## config.mk

```make
export PLATFORM = sky130hd
export DESIGN_NAME = instr_fetch
export DESIGN_NICKNAME = d
export VERILOG_FILES = /design/src/rtl/instr_fetch_pkg.sv /design/src/rtl/instr_mem.sv /design/src/rtl/instr_fetch.sv
export SDC_FILE = /design/constraint.sdc
export NUM_CORES = 1
export LEC_CHECK = 0
export CELL_PAD_IN_SITES_DETAIL_PLACEMENT = 1
export CELL_PAD_IN_SITES_GLOBAL_PLACEMENT = 2
export CORE_ASPECT_RATIO = 1.2
export CORE_MARGIN = 3
export CORE_UTILIZATION = 49
export CTS_BUF_LIST = sky130_fd_sc_hd__clkbuf_16
export DETAILED_ROUTE_END_ITERATION = 10
export HOLD_SLACK_MARGIN = 0.02
export PLACE_DENSITY_LB_ADDON = 0.1
export SKIP_LAST_GASP = 1
export SLEW_MARGIN = 20
export SYNTH_ARGS = -nofsm -noshare
export SYNTH_HDL_FRONTEND = slang
export SYNTH_SLANG_ARGS = --single-unit
```

## constraint.sdc

```tcl
create_clock -name clk -period 3.85 [get_ports clk]
set_input_delay 0.77 -clock clk [delete_from_list [all_inputs] [get_ports clk]]
set_output_delay 0.77 -clock clk [all_outputs]
set_load 0.005 [all_outputs]
```

## src/rtl/instr_fetch_pkg.sv

```systemverilog
// Shared definitions for the instruction fetch unit: FSM encoding, NOP word
// and the location/default of the opcode field that stops fetching.
package instr_fetch_pkg;

    typedef enum logic [1:0] {
        ST_IDLE = 2'd0,
        ST_RUN  = 2'd1,
        ST_HALT = 2'd2
    } state_t;

    // Opcode occupies the top OPCODE_BITS of every instruction word.
    localparam int OPCODE_BITS = 4;
    localparam logic [OPCODE_BITS-1:0] DEFAULT_HALT_OPCODE = 4'hF;

    // NOP is all zeros; sliced down to the actual instruction width by users.
    localparam int MAX_INSTR_WIDTH = 64;
    localparam logic [MAX_INSTR_WIDTH-1:0] NOP_WORD = '0;

endpackage

```

## src/rtl/instr_mem.sv

```systemverilog
// Program storage: synchronous write, combinational read, never cleared by reset.
module instr_mem #(
    parameter int INSTR_WIDTH = 20,
    parameter int ADDR_BITS   = 5
) (
    input  logic                   clk,
    input  logic                   we,
    input  logic [ADDR_BITS-1:0]   waddr,
    input  logic [INSTR_WIDTH-1:0] wdata,
    input  logic [ADDR_BITS-1:0]   raddr,
    output logic [INSTR_WIDTH-1:0] rdata
);

    localparam int DEPTH = 2 ** ADDR_BITS;

    logic [INSTR_WIDTH-1:0] mem [DEPTH];

    always_ff @(posedge clk) begin
        if (we) begin
            mem[waddr] <= wdata;
        end
    end

    assign rdata = mem[raddr];

endmodule

```

## src/rtl/instr_fetch.sv

```systemverilog
// Instruction fetch unit: walks program memory from address 0 on start, issues
// one registered word per cycle, inserts bubbles on stall and stops on HALT opcode.
module instr_fetch
    import instr_fetch_pkg::*;
#(
    parameter int                      INSTR_WIDTH = 20,
    parameter int                      ADDR_BITS   = 5,
    parameter logic [OPCODE_BITS-1:0]  HALT_OPCODE = DEFAULT_HALT_OPCODE
) (
    input  logic                   clk,
    input  logic                   rst,
    input  logic                   start,
    input  logic                   abort,
    input  logic                   stall,
    input  logic                   load_en,
    input  logic [ADDR_BITS-1:0]   load_addr,
    input  logic [INSTR_WIDTH-1:0] load_data,
    output logic [INSTR_WIDTH-1:0] instruction,
    output logic                   instr_valid,
    output logic [ADDR_BITS-1:0]   pc,
    output logic                   halted,
    output logic [7:0]             issue_count
);

    localparam logic [INSTR_WIDTH-1:0] NOP = NOP_WORD[INSTR_WIDTH-1:0];

    state_t                 state_reg, state_next;
    logic [ADDR_BITS-1:0]   pc_reg, pc_next;
    logic [INSTR_WIDTH-1:0] instr_reg, instr_next;
    logic                   valid_reg, valid_next;
    logic [7:0]             count_reg, count_next;

    logic [INSTR_WIDTH-1:0] mem_word;
    logic [OPCODE_BITS-1:0] fetch_opcode;
    logic                   mem_we;

    // Loading is only allowed while the fetch engine is not reading memory.
    assign mem_we = load_en && (state_reg != ST_RUN);

    instr_mem #(
        .INSTR_WIDTH(INSTR_WIDTH),
        .ADDR_BITS  (ADDR_BITS)
    ) u_instr_mem (
        .clk  (clk),
        .we   (mem_we),
        .waddr(load_addr),
        .wdata(load_data),
        .raddr(pc_reg),
        .rdata(mem_word)
    );

    assign fetch_opcode = mem_word[INSTR_WIDTH-1 -: OPCODE_BITS];

    always_ff @(posedge clk or negedge rst) begin
        if (!rst) begin
            state_reg <= ST_IDLE;
            pc_reg    <= '0;
            instr_reg <= NOP;
            valid_reg <= 1'b0;
            count_reg <= '0;
        end else begin
            state_reg <= state_next;
            pc_reg    <= pc_next;
            instr_reg <= instr_next;
            valid_reg <= valid_next;
            count_reg <= count_next;
        end
    end

    always_comb begin
        state_next = state_reg;
        pc_next    = pc_reg;
        instr_next = NOP;
        valid_next = 1'b0;
        count_next = count_reg;

        if (abort) begin
            state_next = ST_IDLE;
        end else begin
            case (state_reg)
                ST_IDLE, ST_HALT: begin
                    if (start) begin
                        state_next = ST_RUN;
                        pc_next    = '0;
                        count_next = '0;
                    end
                end
                ST_RUN: begin
                    if (!stall) begin
                        if (fetch_opcode == HALT_OPCODE) begin
                            state_next = ST_HALT;
                        end else begin
                            instr_next = mem_word;
                            valid_next = 1'b1;
                            pc_next    = pc_reg + 1'b1;
                            if (count_reg != 8'hFF) begin
                                count_next = count_reg + 8'd1;
                            end
                        end
                    end
                end
                default: state_next = ST_IDLE;
            endcase
        end
    end

    assign instruction = instr_reg;
    assign instr_valid = valid_reg;
    assign pc          = pc_reg;
    assign halted      = (state_reg == ST_HALT);
    assign issue_count = count_reg;

endmodule

```

==> results of run 1 <==
[worst max-delay path, stage by stage (launching register included)]
cell and delay, ns:
dfrtp_4 0.70, buf_4 0.30, mux2i_1 0.12, a22oi_1 0.17, a21oi_1 0.10, a311oi_1 0.41, a21oi_1 0.17, or4_1 0.72
nor2b_1 0.27, mux2_2 0.26
[worst max path at each step]
stage	start	to	slack, ns	cells past startpoint
floorplan	pc[0]	instruction[10]	1.01	8
global placement	pc[1]	issue_count[0]	0.46	9
detailed placement	pc[1]	issue_count[0]	0.48	9
CTS	pc[1]	issue_count[0]	0.48	9
global route	pc[1]	pc[0]	0.30	9
finish	pc[1]	issue_count[0]	0.50	9
[area by class of cell]
cell class	count	area [µm²]
inverters	2	7.51
clock buffers	73	1830
multi-input cells	424	5640
clock inverters	47	327
repair buffers	145	1270
fillers	4383	21800
well taps	697	872
flip-flops and latches	676	20100
[kinds of logic after synthesis]
group / share of synthesized area (%)
DFF: 77.4
muxes: 17.3
and+or+nand+nor: 2.45
buffers and inverters: 1.24
AOI/OAI and AO/OA: 1.55
adders and majority gates: 0.0963
[layer usage]
metal | up-vias | wire length, µm
met2 | 391 | 32700
met5 | - | 0
met3 | 80 | 3640
met1 | 6683 | 26300
li1 | 5172 | -
met4 | 0 | 1360
[cells in the final DEF (no fill, tap or decap), types with 2 or more instances in the layout]
master	n
nand4_1	3
clkbuf_16	73
buf_4	74
a211o_1	3
o21ai_1	2
nor3_1	4
mux2i_1	50
nor3b_1	3
mux2_2	2
inv_1	17
clkdlybuf4s50_1	53
a311oi_1	4
or3_1	2
bufinv_16	5
clkinv_2	6
ha_1	2
nor2_2	32
and3_1	2
a22oi_1	16
a22o_1	2
a31oi_1	6
clkinv_1	19
nand3_1	5
dfrtp_2	2
edfxtp_1	640
o21ai_0	3
nand3b_1	4
dfrtp_1	31
mux4_2	176
nor2_1	28
dfrtp_4	3
buf_2	12
nand2b_1	14
a21oi_1	17
nand2_1	24
buf_12	6
nor2b_1	11
[power groups by stage]
stage | clock network [W] | logic (W) | registers, W
after floorplan | 0 | 0.00180 | 0.00833
after global placement | 0 | 0.00248 | 0.00844
after detailed placement | 0 | 0.00250 | 0.00844
after CTS | 0.00655 | 0.00250 | 0.00829
after global routing | 0.00685 | 0.00262 | 0.00829
final | 0.00640 | 0.00243 | 0.00828
[through the flow]
stage / std cells / cell area [µm²] / setup slack, ns / power (W) / util (%)
after detailed placement: 1944 / 28000 / 0.483 / 0.0109 / 53.9
after CTS: 2064 / 30100 / 0.481 / 0.0173 / 58.0
after floorplan: 1162 / 26000 / 1.01 / 0.0101 / -
final: 2064 / 30100 / 0.500 / 0.0171 / 57.9
after global routing: 2064 / 30100 / 0.301 / 0.0178 / 57.9
after global placement: 1944 / 28000 / 0.458 / 0.0109 / 53.9
==> run_results.csv, run 1 <==
group,metric,value,unit
timing,relSlewSlack,30.3,%
logic_synthesis,synth_edf_count,640,
timing,max_freq,298,MHz
critical_path,worstReg2RegStart,"pc[1]",
layout,n_antenna_cell,0,
floorplanning,core,51900,µm²
timing,rsz0062_at_grt,"false",
critical_path,crit_fanout,22,
logic_synthesis,synth.avg_cell_area,22.4,µm²
grt,grt_use_total,23.5,%
power_and_ir_drop,power_frac_comb,14.2,%
critical_path,criticalPathCategory,"register to register",
clock_network,cts.root.buffer_cell,"clkbuf_16",
power_and_ir_drop,p_leak,9.46,nW
clock_network,cts_resized,0,
drt,drt_iter0_markers,1129,
floorplanning,dieArea,55900,µm²
power_and_ir_drop,irDropWorstVdd,407,µV
clock_network,path_clk_slew,0.06,ns
logic_synthesis,yosys.area.top_type_share,73.9,%
logic_synthesis,ys_seq_area_share,77.4,%
power_and_ir_drop,seqPwrFrac,48.4,%
floorplanning,dieHeight,258,µm
logic_synthesis,ys_seq_elements,676,
drt,route.detailed.drc,0,
grt,busiest_layer,"met2",
timing,fin_crit_sh,87.0,%
drt,antenna_left,0,
logic_synthesis,synthArstFlopShare,5.33,%
logic_synthesis,yosys.area.top_type,"edfxtp_1",
critical_path,arrival,3.83,ns
clock_network,cts_buffers,68,
critical_path,cp-start-kind,"register",
placed_design,dp_hpwl,38600,µm
logic_synthesis,post-synth-top-count-cell,"edfxtp_1",
clock_network,clock_latency,0.59,ns
timing,period_minus_slack,3.35,ns
hold_path,hold_class,"input port to asynchronous set/reset pin",
logic_synthesis,synth_warnings,0,
grt,antenna_found_initial,1,
clock_network,cts_hold_buf,0,
critical_path,r2r_cells,9,
logic_synthesis,syn_nets,1195,
layout,fin_nets,1350,
drt,dr_total_vias,12326,
timing,skew,0.0149,ns
clock_network,clock_sinks,676,
placed_design,io_buffers,65,
drt,first_pass_iters,5,
floorplanning,initial_core_util,50.1,%
status,status,"completed",
power_and_ir_drop,internal-power,0.0131,W
logic_synthesis,synth_area,26000,µm²
grt,grt_pass1_vias,13284,
logic_synthesis,synth_flop_cell,"edfxtp_1",
clock_network,cts_tree,"done",
clock_network,clock_tree.buffer_depth,3,
logic_synthesis,netlist_top_cells_count,"edfxtp_1, mux4_2, nor2_1, mux2i_1, dfrtp_1",
grt,gr-total-overflow,0,
timing,worst_slew_pin_slew,1.04,ns
floorplanning,row_count,91,
power_and_ir_drop,p_per_area,569,nW/µm²
flow_run,max_cap_violations,0,
floorplanning,ioPinCount,66,
layout,regMostFlops,"u_instr_mem.mem",
grt,grt_max_degree,70,
critical_path,r2r_end,"issue_count[0]",
drt,wl_per_cell,31.0,µm
grt,grtUsageMet1,32.2,%
timing,setup_tns,0,ns
timing,setup_violations,0,
drt,routed_wl,64000,µm
timing,fin_hold_ws,0.181,ns
clock_network,htreeDepth,3,
critical_path,end_kind,"register",
drt,vias_per_cell,5.97,
grt,met3_usage,4.32,%
timing,final_hold_viol_count,0,
power_and_ir_drop,p_switching,0.00400,W
critical_path,reg2reg_slack,0.50,ns
placed_design,gp_congestion,0.745,
floorplanning,die_w,216,µm
layout,area_growth,15.7,%
power_and_ir_drop,swShare,23.4,%
layout,largest_reg_flops,640,
power_and_ir_drop,power_frac_clock,37.4,%
logic_synthesis,synth.distinct_cells,41,
critical_path,crit_required,4.33,ns
logic_synthesis,synthCells,1162,
timing,final_max_slew_viol_count,0,
logic_synthesis,ys_top_cells_by_area,"edfxtp_1, mux4_2, dfrtp_1",
grt,grt_util_met2,39.4,%
clock_network,cts_setup_buffers,0,
grt,grt_pass1_wl,93700,µm
layout,drive_gt1_share,29.0,%
No activity file was read; power rests on OpenSTA's default activity.
==> run 2: changes to the inputs <==
- ABC_AREA: not set -> 1
- CORE_UTILIZATION: 49 -> 43
- SKIP_CTS_REPAIR_TIMING: not set -> 1
==> run_results.csv, run 2 <==
group,metric,value,unit
floorplanning,die_w,235,µm
clock_network,cts.root.buffer_cell,"clkbuf_16",
drt,first_pass_iters,5,
drt,vias_per_cell,5.71,
layout,multi_input_area,6210,µm²
grt,grt_max_degree,95,
logic_synthesis,yosys.area.top_type_share,71.1,%
clock_network,clock_sinks,676,
timing,fin_hold_ws,0.352,ns
layout,mostFrequentLayoutCells,"nand2_1, edfxtp_1, a21oi_1",
drt,route.detailed.drc,0,
layout,stdcell_area,31100,µm²
layout,fin_nets,2293,
layout,fillers,6289,
flow_run,max_cap_violations,0,
layout,area_growth,15.2,%
floorplanning,ioPinCount,66,
floorplanning,initial_core_util,43.5,%
timing,max_freq,296,MHz
critical_path,crit_chain,"inv_8 > buf_4 > buf_4 > a21oi_1 > o311ai_0 > o21ai_0 > nand2_1 > nand2_1 > nor2_1",
clock_network,path_clk_slew,0.06,ns
critical_path,criticalPathCategory,"register to register",
status,status,"completed",
logic_synthesis,ys_seq_area_share,74.4,%
critical_path,cpPeakStageDelay,0.65,ns
layout,regMostFlops,"u_instr_mem.mem",
logic_synthesis,synthCells,2154,
logic_synthesis,synth_flop_cell,"edfxtp_1",
critical_path,arrival,3.91,ns
floorplanning,dieHeight,281,µm
grt,gr-total-overflow,0,
logic_synthesis,synthArstFlopShare,5.33,%
clock_network,cts_tree,"done",
logic_synthesis,synth_area,27000,µm²
logic_synthesis,yosys.area.top_type,"edfxtp_1",
grt,antenna_found_initial,3,
layout,drive_gt1_share,11.3,%
timing,skew,0.0329,ns
timing,relSlewSlack,29.9,%
hold_path,hold_class,"input port to asynchronous set/reset pin",
clock_network,htreeDepth,3,
drt,wl_per_cell,27.3,µm
clock_network,clock_latency,0.61,ns
grt,grt_pass1_vias,18898,
critical_path,crit_fanout,85,
drt,drt_iter0_markers,1538,
layout,n_antenna_cell,0,
critical_path,reg2reg_slack,0.47,ns
logic_synthesis,netlist_top_cells_count,"nand2_1, edfxtp_1, a21oi_1, nand3_1, buf_2",
placed_design,dp_cells,3002,
critical_path,worstReg2RegStart,"pc[0]",
power_and_ir_drop,p_leak,11.2,nW
clock_network,cts_buffers,72,
critical_path,r2r_cells,9,
timing,rsz0062_at_grt,"false",
power_and_ir_drop,p_per_area,649,nW/µm²
logic_synthesis,synth_warnings,0,
timing,period_minus_slack,3.38,ns
logic_synthesis,ys_seq_elements,676,
layout,utilization,50.1,%
timing,final_hold_viol_count,0,
logic_synthesis,synth.avg_cell_area,12.5,µm²
logic_synthesis,synth.distinct_cells,33,
critical_path,slowest_stage,"o311ai_0",
floorplanning,dieArea,65900,µm²
critical_path,startpoint,"pc[0]",
placed_design,dp_hpwl,50600,µm
placed_design,placed_area,29000,µm²
placed_design,io_buffers,65,
clock_network,clock_tree.buffer_depth,3,
layout,regArea,20100,µm²
critical_path,end_kind,"register",
grt,grt_use_total,25.8,%
grt,grt_pass1_wl,126000,µm
placed_design,gp_congestion,0.825,
drt,dr_total_vias,17861,
layout,largest_reg_flops,640,
critical_path,cp-start-kind,"register",
timing,setup_violations,0,
floorplanning,row_count,100,
logic_synthesis,syn_nets,2187,
drt,routed_wl,85200,µm
drt,antenna_left,0,
logic_synthesis,post-synth-top-count-cell,"nand2_1",
layout,final_common_cell,"nand2_1",
layout,instances_no_fill,3126,
power_and_ir_drop,irDropWorstVdd,451,µV
timing,fin_crit_sh,87.8,%
timing,setup_tns,0,ns
floorplanning,core,62200,µm²
timing,final_max_slew_viol_count,0,
logic_synthesis,synth_edf_count,640,
critical_path,crit_required,4.38,ns
timing,worst_slew_pin_slew,1.05,ns
critical_path,r2r_end,"instruction[1]",
logic_synthesis,ys_top_cells_by_area,"edfxtp_1, nand2_1, a21oi_1",
-- run 2: worst max-delay path by stage --
stage | cells past startpoint | end | slack [ns]
global route | 9 | instruction[1] | 0.37
global placement | 9 | instruction[1] | 0.65
CTS | 9 | instruction[1] | 0.56
floorplan | 4 | u_instr_mem.mem[0][0] | 1.35
detailed placement | 9 | instruction[1] | 0.59
finish | 9 | instruction[1] | 0.47
-- run 2: cells by family after synthesis --
| kind of cell | Yosys count | synth area share [%] |
|---|---|---|
| AND/OR/NAND/NOR | 921 | 13.9 |
| flip-flops | 676 | 74.4 |
| AO/OA/AOI/OAI | 389 | 8.59 |
| buffers and inverters | 162 | 2.87 |
| XOR/XNOR | 4 | 0.130 |
| adder cells (fa/ha/maj) | 2 | 0.0926 |
-- run 2: per-layer routing --
layer  part of all wire [%]  vias up  track usage (%)
met5                      0        -                0
met4                    3.3        0             9.42
met3                    3.9      127             2.86
met2                     51      428             45.5
met1                     42     9305             33.3
li1                       -     8001                -
-- run 2: final cells by class --
cell class,instances,share of cell area (%)
flip-flops and latches,676,64.7
multi-input cells,1316,20.0
well taps,816,3.28
repair buffers,171,4.78
inverters,23,0.326
clock inverters,51,1.13
clock buffers,73,5.87
-- run 2: power breakdown --
part	switching, W	internal, W	total (W)
sequential	0.000128	0.00820	0.00833
clock	0.00282	0.00376	0.00657
combinational	0.00377	0.00153	0.00530
-- run 2: metrics by stage --
step                worst slack (ns)  power [W]
CTS                            0.555     0.0204
detailed placement             0.592     0.0138
global placement               0.647     0.0137
floorplan                       1.35     0.0117
global route                   0.365     0.0212
finish                         0.471     0.0202
-- run 2: worst max-delay path: cells and delay by family, from the launching register on --
family,cells,cell delay (ns)
simple gates,3,0.29
flops,1,0.64
buf+inv,3,1.19
compound gates,3,1.05
